==> src/rtl/db_event_arb.sv <==
// Debounces NCH switch inputs against one shared tick prescaler and arbitrates the
// resulting press/release events round-robin onto one valid/ready port. Optional macro: DB_SYNC_EN.
module db_event_arb #(
    parameter int NCH    = 4,
    parameter int TICK_W = 19,
    parameter int CH_W   = $clog2(NCH)
) (
    input  logic            clk,
    input  logic            rst,
    input  logic [NCH-1:0]  sw,
    output logic [NCH-1:0]  db,
    output logic            evt_valid,
    input  logic            evt_ready,
    output logic [CH_W-1:0] evt_ch,
    output logic            evt_press,
    output logic            lost
);

    localparam logic [1:0]      CNT_IDLE  = 2'd0;
    localparam logic [1:0]      CNT_FIRST = 2'd1;
    localparam logic [1:0]      CNT_LAST  = 2'd3;
    localparam logic [CH_W:0]   NCH_EXT   = (CH_W+1)'(NCH);
    localparam logic [CH_W-1:0] CH_LAST   = CH_W'(NCH-1);

    logic [TICK_W-1:0] q;
    logic              tick;
    logic [NCH-1:0]    s;
    logic [1:0]        cnt [NCH];
    logic [NCH-1:0]    raise;
    logic [NCH-1:0]    pend;
    logic [NCH-1:0]    kind;
    logic [CH_W-1:0]   rr;
    logic [CH_W-1:0]   sel;
    logic              found;
    logic              load;
    logic [CH_W:0]     idx;

`ifdef DB_SYNC_EN
    logic [NCH-1:0] sync1;
    logic [NCH-1:0] sync2;

    always_ff @(posedge clk) begin
        if (rst) begin
            sync1 <= '0;
            sync2 <= '0;
        end else begin
            sync1 <= sw;
            sync2 <= sync1;
        end
    end

    assign s = sync2;
`else
    assign s = sw;
`endif

    assign tick = &q;

    always_ff @(posedge clk) begin
        if (rst) q <= '0;
        else     q <= q + 1'b1;
    end

    // A channel raises an event on the third accepted tick while still differing.
    always_comb begin
        raise = '0;
        for (int i = 0; i < NCH; i++) begin
            raise[i] = (cnt[i] == CNT_LAST) && (s[i] != db[i]) && tick;
        end
    end

    always_ff @(posedge clk) begin
        if (rst) begin
            db <= '0;
            for (int i = 0; i < NCH; i++) cnt[i] <= CNT_IDLE;
        end else begin
            for (int i = 0; i < NCH; i++) begin
                if (cnt[i] == CNT_IDLE) begin
                    if (s[i] != db[i]) cnt[i] <= CNT_FIRST;
                end else if (s[i] == db[i]) begin
                    cnt[i] <= CNT_IDLE;
                end else if (tick) begin
                    if (cnt[i] == CNT_LAST) begin
                        db[i]  <= ~db[i];
                        cnt[i] <= CNT_IDLE;
                    end else begin
                        cnt[i] <= cnt[i] + 2'd1;
                    end
                end
            end
        end
    end

    // First pending channel at or after rr, wrapping modulo NCH.
    always_comb begin
        sel   = '0;
        found = 1'b0;
        idx   = '0;
        for (int k = 0; k < NCH; k++) begin
            idx = {1'b0, rr} + (CH_W+1)'(k);
            if (idx >= NCH_EXT) idx = idx - NCH_EXT;
            if (!found && pend[idx[CH_W-1:0]]) begin
                found = 1'b1;
                sel   = idx[CH_W-1:0];
            end
        end
    end

    assign load = (!evt_valid || evt_ready) && (|pend);

    // A raise landing on the channel being loaded keeps it pending with the new kind.
    always_ff @(posedge clk) begin
        if (rst) begin
            pend <= '0;
            kind <= '0;
            lost <= 1'b0;
        end else begin
            for (int i = 0; i < NCH; i++) begin
                if (raise[i]) begin
                    pend[i] <= 1'b1;
                    kind[i] <= ~db[i];
                    if (pend[i] && !(load && sel == CH_W'(i))) lost <= 1'b1;
                end else if (load && sel == CH_W'(i)) begin
                    pend[i] <= 1'b0;
                end
            end
        end
    end

    // evt_valid/evt_ch/evt_press follow valid/ready: the payload holds while valid && !ready,
    // and a transfer happens on any edge where valid && ready.
    always_ff @(posedge clk) begin
        if (rst) begin
            evt_valid <= 1'b0;
            evt_ch    <= '0;
            evt_press <= 1'b0;
            rr        <= '0;
        end else if (load) begin
            evt_valid <= 1'b1;
            evt_ch    <= sel;
            evt_press <= kind[sel];
            rr        <= (sel == CH_LAST) ? '0 : sel + 1'b1;
        end else if (evt_valid && evt_ready) begin
            evt_valid <= 1'b0;
        end
    end

endmodule

==> config.mk <==
export PLATFORM = sky130hd
export DESIGN_NAME = db_event_arb
export DESIGN_NICKNAME = d
export VERILOG_FILES = /design/src/rtl/db_event_arb.sv
export SDC_FILE = /design/constraint.sdc
export NUM_CORES = 1
export LEC_CHECK = 0
export CORE_UTILIZATION = 45
export CTS_CLUSTER_DIAMETER = 120
export DETAILED_ROUTE_END_ITERATION = 6
export DONT_BUFFER_PORTS = 1
export SLEW_MARGIN = 5
export SYNTH_ARGS = -nofsm -noshare
export SYNTH_HDL_FRONTEND = slang
export SYNTH_SLANG_ARGS = --single-unit
==> constraint.sdc <==
create_clock -name clk -period 5.9 [get_ports clk]
set_input_delay 1.18 -clock clk [delete_from_list [all_inputs] [get_ports clk]]
set_output_delay 1.18 -clock clk [all_outputs]
set_load 0.005 [all_outputs]
==> flow_summary.ini <==
[min_path]
hold_path.class = flip-flop to flip-flop
hp-start = q[0]
hold-path-cell-count = 1

[grt]
grt_pass1_wl_um = 7460
grt.overflow.total = 0
grt_start_max_net_pins = 53
grtUsageTotal_pct = 16.1
grt_antenna_before_repair = 0
first_global_vias = 1693

[worst_setup_path]
cp-start-kind = flip-flop
timing.rr.start = rr[1]
critical_path_required_ns = 6.10
crit_start = rr[1]
crit_path_end = lost
critical_path_class = flip-flop to flip-flop
crit-reg2reg-capture = lost
worst-path-max-fanout = 6
rrSetupSlack_ns = 3.64
r2r_cells = 8
arrival_ns = 2.46
crit_path_end_kind = flip-flop

[clock_network]
cts_setup_buffers = 0
cts.repair.resized = 0
clk_pin_slew_ns = 0.09
clk_latency_ns = 0.30
cts.sinks = 46
htreeDepth = 2
tritoncts = done
postCtsHoldBufs = 0
root_buffer = clkbuf_8
cts_buffer_depth = 2
numCtsBuffers = 5

[sta]
setup_tns_ns = 0
fin_skew_ns = 0.00459
finalHoldViolCount = 0
drv_slew = 0
finalCriticalPeriod_ns = 2.26
tightest_slew_ns = 0.667
max_slew_margin_pct = 55.6
setup_viol = 0
min_period_over_period_pct = 38.2
timing.hold.ws_ns = 0.439
rsz0062_at_grt = false
clock.fmax_mhz = 443

[synth]
synth_top_area_share_pct = 30.5
yosysSeqAreaShare_pct = 40.1
netlist_instances = 280
synth_edf_count = 8
async_flop_share_pct = 0
syn_area_per_cell_um2 = 8.91
synthFlopType = dfxtp_1
yosysMostFrequentCell = dfxtp_1
syn_nets = 300
synthTopCellsByArea = dfxtp_1 (30%), edfxtp_1 (9.6%), ha_1 (6.5%), xnor2_1 (5.3%), nor2_1 (4.8%)
syn_area_um2 = 2490
synth_warnings = 0
synthTopCellsByCount = dfxtp_1 (38), nor2_1 (32), inv_1 (28)
post-synth-top-area-cell = dfxtp_1
synth-seq-cells = 46
ys_types = 39

[detailed_routing]
totalWireLength_um = 4330
ant_nets = 0
drt_iter0_markers = 71
vias = 1759
wl_per_cell_um = 12.5
drcViolationCount = 0
viasPerCell = 5.07
drt_first_pass_iters = 4

[cells_and_area]
final_cell_area_um2 = 2620
nNetsFinal = 296
postLayoutCoreUtil_pct = 50.0
layout-drive-gt1-share_pct = 7.22
nFillCells = 514
diodes = 0
syn2layout_area_growth_pct = 4.96

[power_and_ir_drop]
p_clk_share_pct = 36.4
p_leak_uw = 0.000976
switchingPower_uw = 141
p_comb_share_pct = 7.7
power_density_nw_per_um2 = 228
p_sw_share_pct = 23.6
p_seq_share_pct = 55.9
power.internal_uw = 457
ir_drop_v = 0.000118

[floorplan]
start_util_pct = 47.6
dieWidth_um = 76.5
fp-row-count = 26
ios = 16
dieArea_um2 = 5850
core_region_area_um2 = 5240
fp.dieH_um = 76.5

[placement]
place_congestion = 0.745
place_area_um2 = 2520
dp_hpwl_um = 2970
io_buffers = 0

[run]
maxCapViolCount = 0

[status]
status = finished, final reports clean
==> state kept, by name (all words and copies together), names as in the netlist <==
signal     cells
q             19
kind           4
cnt            8
lost           1
pend           4
rr             2
evt_press      1
db             4
evt_valid      1
evt_ch         2
==> per-stage QoR <==
stage / setup slack [ns] / instances / power (µW)
after floorplan: 3.67 / 280 / 384
after global placement: 3.62 / 339 / 387
after detailed placement: 3.66 / 339 / 388
after CTS: 3.64 / 347 / 606
after global routing: 3.44 / 347 / 627
final: 3.64 / 347 / 598
==> placed cells by master (no fill, tap or decap), types with 2 or more instances in the layout <==
cell type / synthesis / routed
clkbuf_8: 0 / 5
clkbuf_1: 7 / 2
xor2_1: 7 / 7
nor4_1: 2 / 2
or3_1: 5 / 5
nor3_1: 9 / 9
nor4_2: 4 / 4
o21ai_0: 9 / 9
a21o_1: 7 / 7
dfxtp_1: 38 / 38
nand3_1: 16 / 16
inv_1: 28 / 28
nand3b_1: 2 / 2
nand2_1: 18 / 18
a21oi_1: 19 / 19
ha_1: 13 / 13
nor4_4: 2 / 2
nand3_2: 2 / 2
nor2b_1: 5 / 5
and3_1: 2 / 2
and2_1: 2 / 2
mux2i_1: 8 / 8
or2_2: 2 / 2
nor2_1: 32 / 32
o22ai_1: 2 / 2
xnor2_1: 15 / 15
mux2_1: 2 / 2
edfxtp_1: 8 / 8
==> cells by family after synthesis <==
group                      after synthesis  share of synthesized area (%)
xor gates and xnor gates                22                           7.72
DFF                                     46                           40.1
adders and majority gates               13                           6.52
buffers and inverters                   39                           6.82
AOI/OAI and AO/OA                       41                           9.58
and+or+nand+nor                        109                           25.1
muxes                                   10                           4.11
==> cell type report <==
| class | instances | area (µm²) | area share, % |
|---|---|---|---|
| well taps | 70 | 87.6 | 3.34 |
| flip-flops and latches | 46 | 1000 | 38.2 |
| inverters | 28 | 105 | 4.01 |
| clock buffers | 8 | 101 | 3.87 |
| multi-input cells | 195 | 1320 | 50.5 |
==> power by group through the flow <==
stage                     Combinational, µW  Sequential, µW  Clock, µW
after floorplan                        43.9             341          0
after global placement                 45.7             342          0
after detailed placement               46.1             342          0
after CTS                              46.3             335        225
after global routing                   53.4             336        238
final                                  45.9             334        218
==> worst max-delay path, cell delays in order, from the launching register on <==
cell and delay (ns):
dfxtp_1 0.45, o21ai_0 0.14, a221oi_1 0.60, ha_1 0.28, inv_1 0.04, o21ai_0 0.28, o22ai_1 0.12, o21ai_0 0.17
a21oi_1 0.08
==> worst min-delay path by stage <==
| stage | end | slack (ns) |
|---|---|---|
| 2_1_floorplan | q[0] | 0.41 |
| 3_3_place_gp | q[0] | 0.42 |
| 3_5_place_dp | q[0] | 0.43 |
| 4_1_cts | q[0] | 0.44 |
| 5_1_grt | q[0] | 0.46 |
| 6_report | q[0] | 0.44 |
==> layer usage <==
layer  routed length (µm)  vias up  global-route usage, %
met2                 1840       19                   25.4
met5                    0        -                      0
met1                 2230      792                   19.8
met4                  122        0                   9.04
li1                     -      937                      -
met3                  131       11                   4.31
No activity file was read; power rests on OpenSTA's default activity.
